==> src/rtl/fifo_wr_arbiter.sv <==
// Two-producer write arbiter in front of an external FIFO, with a
// registered single-entry output stage and a FIFO occupancy counter.
module fifo_wr_arbiter #(
    parameter int DW        = 4,
    parameter int DEPTH     = 4,
    parameter int MAX_BURST = 2,
    parameter int LW        = $clog2(DEPTH) + 1
) (
    input  logic          clk,
    input  logic          rstN,
    input  logic          req0,
    input  logic [DW-1:0] data0,
    output logic          gnt0,
    input  logic          req1,
    input  logic [DW-1:0] data1,
    output logic          gnt1,
    input  logic          fifo_full,
    input  logic          fifo_empty,
    output logic          fifo_wr_en,
    output logic [DW-1:0] fifo_wr_data,
    output logic          fifo_rd_en,
    input  logic [DW-1:0] fifo_rd_data,
    input  logic          cons_rdy,
    output logic          out_vld,
    output logic [DW-1:0] out_data,
    output logic [LW-1:0] level
);

    localparam int BW = $clog2(MAX_BURST + 1);
    localparam logic [BW-1:0] BMAX = BW'(MAX_BURST);

    typedef enum logic [1:0] {
        IDLE = 2'd0,
        OWN0 = 2'd1,
        OWN1 = 2'd2
    } state_e;

    state_e        state_q, state_d;
    logic [BW-1:0] burst_q, burst_d;
    logic          last_q, last_d;
    logic [LW-1:0] level_q, level_d;
    logic          out_vld_q, out_vld_d;
    logic [DW-1:0] out_data_q, out_data_d;

    logic own1, rx, ro;
    logic win_vld, win;
    logic can_write, gnt;
    state_e win_st;

    assign own1 = (state_q == OWN1);
    assign rx   = own1 ? req1 : req0;
    assign ro   = own1 ? req0 : req1;

    // The owner keeps the FIFO until it stops asking or has used its burst
    always_comb begin
        win_vld = 1'b0;
        win     = 1'b0;
        if (state_q == IDLE) begin
            if (req0 && req1) begin
                win_vld = 1'b1;
                win     = !last_q;
            end else if (req0 || req1) begin
                win_vld = 1'b1;
                win     = req1;
            end
        end else if (rx && !(ro && burst_q == BMAX)) begin
            win_vld = 1'b1;
            win     = own1;
        end else if (ro) begin
            win_vld = 1'b1;
            win     = !own1;
        end
    end

    assign fifo_rd_en   = rstN && !fifo_empty && (!out_vld_q || cons_rdy);
    assign can_write    = !fifo_full || fifo_rd_en;
    assign gnt          = rstN && win_vld && can_write;
    assign gnt0         = gnt && !win;
    assign gnt1         = gnt && win;
    assign fifo_wr_en   = gnt;
    assign fifo_wr_data = win ? data1 : data0;
    assign win_st       = win ? OWN1 : OWN0;

    always_comb begin
        state_d = state_q;
        burst_d = burst_q;
        last_d  = last_q;
        if (gnt) begin
            state_d = win_st;
            last_d  = win;
            if (state_q == win_st)
                burst_d = (burst_q == BMAX) ? BMAX : burst_q + 1'b1;
            else
                burst_d = BW'(1);
        end else if (!req0 && !req1) begin
            state_d = IDLE;
            burst_d = '0;
        end
    end

    always_comb begin
        level_d    = level_q;
        out_vld_d  = out_vld_q;
        out_data_d = out_data_q;
        case ({fifo_wr_en, fifo_rd_en})
            2'b10:   level_d = level_q + 1'b1;
            2'b01:   level_d = level_q - 1'b1;
            default: level_d = level_q;
        endcase
        if (fifo_rd_en) begin
            out_vld_d  = 1'b1;
            out_data_d = fifo_rd_data;
        end else if (cons_rdy) begin
            out_vld_d = 1'b0;
        end
    end

    always_ff @(posedge clk or negedge rstN) begin
        if (!rstN) begin
            state_q    <= IDLE;
            burst_q    <= '0;
            last_q     <= 1'b1;
            level_q    <= '0;
            out_vld_q  <= 1'b0;
            out_data_q <= '0;
        end else begin
            state_q    <= state_d;
            burst_q    <= burst_d;
            last_q     <= last_d;
            level_q    <= level_d;
            out_vld_q  <= out_vld_d;
            out_data_q <= out_data_d;
        end
    end

    assign out_vld  = out_vld_q;
    assign out_data = out_data_q;
    assign level    = level_q;

    a_no_overflow: assert property (@(posedge clk) disable iff (!rstN)
        !(fifo_wr_en && !fifo_rd_en && level_q == LW'(DEPTH)));

endmodule

==> config.mk <==
export PLATFORM = sky130hd
export DESIGN_NAME = fifo_wr_arbiter
export DESIGN_NICKNAME = d
export VERILOG_FILES = /design/src/rtl/fifo_wr_arbiter.sv
export SDC_FILE = /design/constraint.sdc
export NUM_CORES = 1
export LEC_CHECK = 0
export CORE_MARGIN = 8
export CORE_UTILIZATION = 40
export CTS_CLUSTER_DIAMETER = 120
export DETAILED_ROUTE_END_ITERATION = 10
export PLACE_DENSITY = 0.88
export SLEW_MARGIN = 20
export SYNTH_ARGS = -nofsm -noshare
export SYNTH_HDL_FRONTEND = slang
export SYNTH_SLANG_ARGS = --single-unit
==> constraint.sdc <==
create_clock -name clk -period 2.2 [get_ports clk]
set_input_delay 0.44 -clock clk [delete_from_list [all_inputs] [get_ports clk]]
set_output_delay 0.44 -clock clk [all_outputs]
set_load 0.1 [all_outputs]
Word-level counts from Yosys, hierarchy flattened
Cells that the tools add are included.
Widths: inputs -> output; s select.
{ "op_classes": {"addsub": 3, "mul": 0, "div": 0, "order_cmp": 0, "eq_ne": 5, "shift": 0, "n_mux": 22, "bitwise_logic": 0, "reduce_logical": 26} }
{ "ops": {"columns": ["op", "n"], "rows": [
  ["$mux 1", 14],
  ["$mux 2", 6],
  ["$logic_and 1x1->1", 10],
  ["$logic_not 1->1", 9],
  ["$eq 2x2->1 const B", 3],
  ["$pmux 3 s2", 1],
  ["$reduce_bool 2->1", 3],
  ["$mux 4", 1],
  ["$add 3x1->3 const B", 1],
  ["$logic_or 1x1->1", 3],
  ["$sub 3x1->3 const B", 1],
  ["$add 2x1->2 const B", 1],
  ["$eq 2x1->1 const B", 1],
  ["$eq 2x2->1", 1],
  ["$logic_not 2->1", 1]
]} }
{ "word_totals": {"ff_bits": 13, "latchBits": 0, "ramBits": 0, "mem_bits_ro": 0, "input_bits": 19, "output_inout_bits": 16, "word_cells": 62, "mem_count": 0} }

Longest topological paths before layout
Gate-level depths: netlist of run 1.
{ "logic_depth": {"word_depth": 11, "ltp_mapped": 9, "ltp_nobuf": 9} }

Least setup slack after synthesis of run 1
No wires, ideal clock.
{ "synth_timing": {"path_type": "reg2reg", "startpoint": "reg out_vld_q, in the netlist out_vld", "endpoint": "reg level_q[2], in the netlist level[2]", "setup_ps": 161, "arrival_time_ps": 2648, "required_ps": 2039, "slack_ps": -610, "path_stages_with_launch": 10, "n_path_buf": 1, "synth_period_minus_slack_ps": 2810, "cell_sequence": "dfrtp_1 nand2b_1 and2_1 clkbuf_2 ha_1 inv_1 fa_1 xor2_1 nor2_1 xor2_1"} }
{ "synth_via": {"elab_chain_cells": 7, "elab_cells_between_ends": 9, "classes_between": "2 x eq/ne; 1 x mux; 6 x reduce/logical"} }
{ "synth_rtl": {"columns": ["element", "line", "text"], "rows": [
  ["start, declared", "42", "logic out_vld_q, out_vld_d;"],
  ["start signal, assigned", "131", "out_vld_q <= out_vld_d;"],
  ["$logic_not 1->1 *", "75", "assign fifo_rd_en = rstN && !fifo_empty && (!out_vld_q || cons_rdy);"],
  ["$logic_or 1x1->1 *", "75", null],
  ["$logic_and 1x1->1 *", "75", null],
  ["named net fifo_rd_en", "21", "output logic fifo_rd_en,"],
  ["$logic_or 1x1->1", "76", "assign can_write = !fifo_full || fifo_rd_en;"],
  ["$logic_and 1x1->1", "77", "assign gnt = rstN && win_vld && can_write;"],
  ["$eq 2x1->1 or $eq 2x2->1 (tied branches)", "105", "case ({fifo_wr_en, fifo_rd_en})"],
  ["$pmux 3 s2 or $reduce_bool 2->1 (tied branches)", null, null],
  ["end signal, assigned", "130", "level_q <= level_d;"],
  ["end, declared", "41", "logic [LW-1:0] level_q, level_d;"]
]} }
The timed path passes the listed nets; every way through them passes the cells marked *.
A chain may end at the register's enable or synchronous reset.

Worst setup path after layout of run 1
{ "layout_timing": {"startpoint": "in req1", "endpoint": "out fifo_wr_data[1]"} }
{ "layout_via": {"elab_chain_cells": 7, "elab_cells_between_ends": 13, "classes_between": "8 x mux; 5 x reduce/logical"} }
{ "layout_rtl": {"columns": ["element", "line", "text"], "rows": [
  ["start, declared", "14", "input logic req1,"],
  ["$mux 1", "52", "assign ro = own1 ? req0 : req1;"],
  ["$logic_and 1x1->1", "66", "end else if (rx && !(ro && burst_q == BMAX)) begin"],
  ["$logic_not 1->1", "66", null],
  ["$logic_and 1x1->1", "66", null],
  ["$mux 1", "66", null],
  ["$mux 1 *", "58", "if (state_q == IDLE) begin"],
  ["$mux 4 *", "81", "assign fifo_wr_data = win ? data1 : data0;"],
  ["end, declared", "20", "output logic [DW-1:0] fifo_wr_data,"]
]} }
Every way passes the cells marked *; elsewhere a longest branch is shown, timed or not.

==> impl_metrics.tcl, run 1 <==
set metrics [dict create \
    status "complete, but fails checks" \
    violations "setup timing" \
    synthTopCellsByCount "dfrtp_1 (12), inv_1 (9), mux2_2 (8), o21ai_0 (5), nand2_1 (4)" \
    p_total_mw 1.34 \
    final_hold_viol_count 0 \
    critPathSlowestCell "clkdlybuf4s50_1" \
    synth_nets 93 \
    p_int_mw 0.631 \
    cts_tree "done" \
    fp.dieW_um 59.3 \
    place.port_buffers 34 \
    synth_edf_count 0 \
    synthArstFlopShare 1.00 \
    grt_pass1_vias 860 \
    finalCriticalPeriod_ns 2.23 \
    synth_area_per_cell_um2 10.7 \
    place_congestion 0.749 \
    vias 753 \
    grt_max_degree 12 \
    ff2ff_path_depth 9 \
    syn-cell-area_um2 751 \
    yosysMostFrequentCell "dfrtp_1" \
    antenna_found_initial 0 \
    path_max_fanout 6 \
    grt_pass1_wl_um 4140 \
    power.share.sequential 0.262 \
    grt.total_usage 0.155 \
    crit_path_start "req1" \
    skew_ns 0.00737 \
    startpoint_type "input pin" \
    h-tree-depth 1 \
    worst_pin_slew_ns 0.350 \
    global_route.overflow_total 0 \
    max-cap-violations 0 \
    design.die.area_um2 3520 \
    critPathBufInv 3 \
    synthFlopType "dfrtp_1" \
    setup_viol 5 \
    clockRootBuffer "clkbuf_4" \
    hold_ws_ns 0.266 \
    final_max_slew_viol_count 0 \
    syn_inst 70 \
    layout-drive-gt1-share 0.433 \
    cp.depth 5 \
    net-switching-power_mw 0.710 \
    wl_um 2510 \
    slowest_delay_ns 0.47 \
    crit_required_ns 1.76 \
    cts_buffers 3 \
    yosysWarnings 0 \
    power.leakage_nw 0.649 \
    hpwl_um 2010 \
    clock-sinks 13 \
    critical-path-top-delay-family "buffers and inverters" \
    pwr-share-comb 0.622 \
    place_ws_ns -0.309 \
    r2r-start "out_vld" \
    cp.arrival_ns 1.79 \
    insertion_delay_ns 0.28 \
    via_per_inst 5.19 \
    yosys-top-cells-area "dfrtp_1 (40%), mux2_2 (12%), ha_1 (5.0%)" \
    r2r_slack_ns 0.36 \
    clkPwrFrac 0.115 \
    yosysUniqueCellTypes 27 \
    min_path_type "input pin to asynchronous set/reset pin" \
    rsz0062_at_grt "true" \
    nets 144 \
    ant_nets 0 \
    antenna_cells 0 \
    ir_worst_vdd_uv 695 \
    drt-wirelength-per-cell_um 17.3 \
    clock_path_buffers 2 \
    path_clk_slew_ns 0.09 \
    layout_setup_ws_ns -0.0281 \
    drt_iter0_markers 18 \
    row_count 15 \
    start_util 0.430 \
    crit_chain "clkdlybuf4s50_1 > buf_4 > o2111ai_4 > mux2_4 > buf_12" \
    endpoint_kind "output port" \
    core_um2 1750 \
    die_h_um 59.3 \
    crit_type "input pin to output port" \
    ys_seq_area_frac 0.435 \
    cts_hold_buf 0 \
    finalCritPeriodShare 1.01 \
    drc 0 \
    powerDensity_nw_per_um2 988 \
    synth_top_area_frac 0.400 \
    firstDrtPassIters 4 \
    fmax_mhz 449 \
    swShare 0.529 \
    synth_top_cell_by_area "dfrtp_1" \
    cp-endpoint "fifo_wr_data[1]" \
    io_pins 35 \
    area_delta_synth_final_pct 80.8 \
    ys_ff_latch 13 \
    r2r_end "level[2]" \
    relSlewSlack 0.767 \
]
-- worst min path at each step --
stage	cells after the start	to	start
2_1_floorplan	0	burst_q[0]	rstN
3_3_place_gp	1	level[2]	level[2]
3_5_place_dp	1	level[2]	level[2]
4_1_cts	2	state_q[1]	rstN
5_1_grt	2	state_q[1]	rstN
6_report	2	state_q[1]	rstN
-- through the flow --
step | setup TNS (ns) | util | area [um2] | instances
2_1_floorplan | -0.123 | - | 764 | 70
3_3_place_gp | -1.23 | 0.723 | 1260 | 138
3_5_place_dp | -1.90 | 0.723 | 1260 | 138
4_1_cts | -0.102 | 0.772 | 1350 | 145
5_1_grt | -0.402 | 0.778 | 1360 | 145
6_report | -0.109 | 0.778 | 1360 | 145
-- cells by family after synthesis --
kind of cell | Yosys count | synth area share
AND/OR/NAND/NOR | 17 | 0.128
AO/OA/AOI/OAI | 14 | 0.148
flip-flops | 13 | 0.435
buffers and inverters | 11 | 0.0567
multiplexers | 8 | 0.120
adder cells (fa/ha/maj) | 4 | 0.0767
XOR/XNOR | 3 | 0.0350
-- cell type report --
class,count,area (um2)
Clock buffer,4,26.3
Fill cell,107,388
Inverter,9,33.8
Multi-Input combinational cell,46,430
Sequential cell,13,330
Tap cell,25,31.3
Timing Repair Buffer,48,505
-- what timing repair did --
| item | CTS | global route |
|---|---|---|
| pin swaps | 3 | 1 |
| endpoints found under the setup margin | 8 | 8 |
| resized for setup | 12 | 2 |
| buffers inserted | 3 | 0 |
-- flip-flops by register name, indices dropped and copies added (netlist names) --
| register | count |
|---|---|
| burst_q | 2 |
| level | 3 |
| out_vld | 1 |
| state_q | 2 |
| last_q | 1 |
| out_data | 4 |
-- layout by cell type, fill, tap and decap left out, types with 3 or more instances in the layout --
cell             Yosys  final
buf_4                0     22
clkdlybuf4s50_1      0     15
dfrtp_1             12     11
inv_1                9      8
buf_12               0      8
o21ai_0              5      5
nand2_1              4      4
mux2_4               0      4
mux2_2               8      4
nor2_1               3      3
clkbuf_4             0      3
-- power groups by stage --
stage | Sequential (mW) | Clock [mW] | Combinational, mW
CTS | 0.351 | 0.153 | 0.838
floorplan | 0.657 | 0 | 0.259
finish | 0.352 | 0.155 | 0.834
global route | 0.359 | 0.169 | 0.872
detailed placement | 0.354 | 0 | 0.811
global placement | 0.346 | 0 | 0.789
-- routing by layer --
metal,global-route usage,part of all wire
met5,0,0
met3,0.0521,0.060
met1,0.164,0.36
met2,0.270,0.54
met4,0.0648,0.037
Note: power is estimated with default switching activity, not from simulation.
==> run 2, diff against run 1 <==
--- a/config.mk
+++ b/config.mk
@@ -10,6 +10,7 @@
 export CTS_CLUSTER_DIAMETER = 120
 export DETAILED_ROUTE_END_ITERATION = 10
 export PLACE_DENSITY = 0.88
+export REMOVE_ABC_BUFFERS = 1
 export SLEW_MARGIN = 20
 export SYNTH_ARGS = -nofsm -noshare
 export SYNTH_HDL_FRONTEND = slang
==> run 2 against run 1 <==
Net effect: the run now ends clean; via count shrank 9.0%; clock power shrank 6%; routed wire length shrank 18%; utilization grew 0.29 points; first-iteration DRC count shrank 44%; largest cell class unchanged; combinational power shrank 1%; design area grew 0.37%; register-to-register slack gained 0.03 ns; sequential share of layout area shrank 0.36 points; non-clock buffer count is the same; fmax grew 1.5%; clock skew shrank 0.0062 ns.
==> impl_metrics.tcl, run 2 (synthesis gave the netlist of run 1 again) <==
set metrics [dict create \
    status "complete, no violations" \
    cts_tree "done" \
    area_delta_synth_final_pct 81.5 \
    hpwl_um 1720 \
    power.leakage_nw 0.662 \
    cts_hold_buf 0 \
    pwr-share-comb 0.624 \
    place.port_buffers 34 \
    startpoint_type "register" \
    clock_path_buffers 2 \
    grt_max_degree 9 \
    design.die.area_um2 3520 \
    clkPwrFrac 0.111 \
    crit_required_ns 1.76 \
    antenna_found_initial 0 \
    p_total_mw 1.32 \
    finalCriticalPeriod_ns 2.20 \
    layout_common_cells "buf_4 (20), clkdlybuf4s50_1 (14), dfrtp_1 (12)" \
    r2r_slack_ns 0.39 \
    p_int_mw 0.628 \
    max-cap-violations 0 \
    path_clk_slew_ns 0.07 \
    drc 0 \
    vias 685 \
    row_count 15 \
    power.share.sequential 0.265 \
    cp.arrival_ns 1.76 \
    fin_tns_setup_ns 0 \
    insertion_delay_ns 0.28 \
    crit_type "register to output port" \
    grt_pass1_vias 774 \
    final_hold_viol_count 0 \
    antenna_cells 0 \
    final_max_slew_viol_count 0 \
    clock-sinks 13 \
    largest_register_ffs 4 \
    endpoint_kind "output port" \
    place_congestion 0.748 \
    min_path_type "input pin to asynchronous set/reset pin" \
    worst_pin_slew_ns 0.334 \
    via_per_inst 4.72 \
    hold_ws_ns 0.259 \
    fp.dieW_um 59.3 \
    start_util 0.430 \
    die_h_um 59.3 \
    drt-wirelength-per-cell_um 14.2 \
    drt_iter0_markers 10 \
    rsz0062_at_grt "true" \
    grt.total_usage 0.122 \
    wl_um 2070 \
    nets 144 \
    net-switching-power_mw 0.691 \
    ir_worst_vdd_uv 974 \
    io_pins 35 \
    layout-drive-gt1-share 0.417 \
    ff2ff_path_depth 9 \
    global_route.overflow_total 0 \
    relSlewSlack 0.778 \
    core_um2 1750 \
    h-tree-depth 1 \
    finalCritPeriodShare 0.998 \
    cts_buffers 3 \
    skew_ns 0.00114 \
    fmax_mhz 455 \
    powerDensity_nw_per_um2 968 \
    path_max_fanout 6 \
    clockRootBuffer "clkbuf_4" \
    firstDrtPassIters 4 \
    grt_pass1_wl_um 3370 \
    swShare 0.524 \
    ant_nets 0 \
    mostFrequentLayoutCell "buf_4" \
    setup_viol 0 \
]
[run 2: power by group through the flow]
| stage | registers [mW] | logic (mW) | clock network (mW) |
|---|---|---|---|
| global placement | 0.345 | 0.791 | 0 |
| finish | 0.349 | 0.824 | 0.146 |
| floorplan | 0.656 | 0.256 | 0 |
| detailed placement | 0.351 | 0.807 | 0 |
| CTS | 0.349 | 0.829 | 0.148 |
| global route | 0.357 | 0.863 | 0.158 |
[run 2: layout make-up]
cell class	instances	area, um2
inverter	9	33.8
multi-input combinational	46	429
timing repair buffer	48	515
tap	25	31.3
fill	119	383
clock buffer	4	26.3
sequential	13	327
[run 2: worst paths after layout]
path	startpoint	to
min reg2reg	level[0]	level[0]
min	rstN	level[2]
min in group clk	fifo_empty	out_vld
max	burst_q[1]	fifo_wr_data[3]
max in group asynchronous	rstN	last_q
max reg2reg	out_vld	level[2]
[run 2: worst max-delay path: stages, from the launching register on]
cell	delay, ns
dfrtp_1	0.42
ha_4	0.19
nand4b_1	0.13
o2111ai_4	0.20
mux2_4	0.36
buf_12	0.17
[run 2: repair_timing]
action,in CTS,in global routing
resized for setup,12,5
pin swaps,2,2
setup endpoints to repair,7,7
endpoints found under the hold margin,0,0
setup buffers,2,0
[run 2: layer usage]
layer  wire length [um]  global-route usage  up-vias
met5                  0                   0        -
met4                 15              0.0410        0
met1                893               0.136      308
li1                   -                   -      339
met3                234              0.0672        2
met2                923               0.193       36
[run 2: stage by stage]
step	utilization	cells	instance area, um2	setup slack [ns]
4_1_cts	0.769	145	1340	-0.0146
3_5_place_dp	0.724	139	1260	-0.276
2_1_floorplan	-	68	742	-0.903
6_report	0.781	145	1360	0.00442
5_1_grt	0.781	145	1360	-0.0703
3_3_place_gp	0.724	139	1260	-0.208
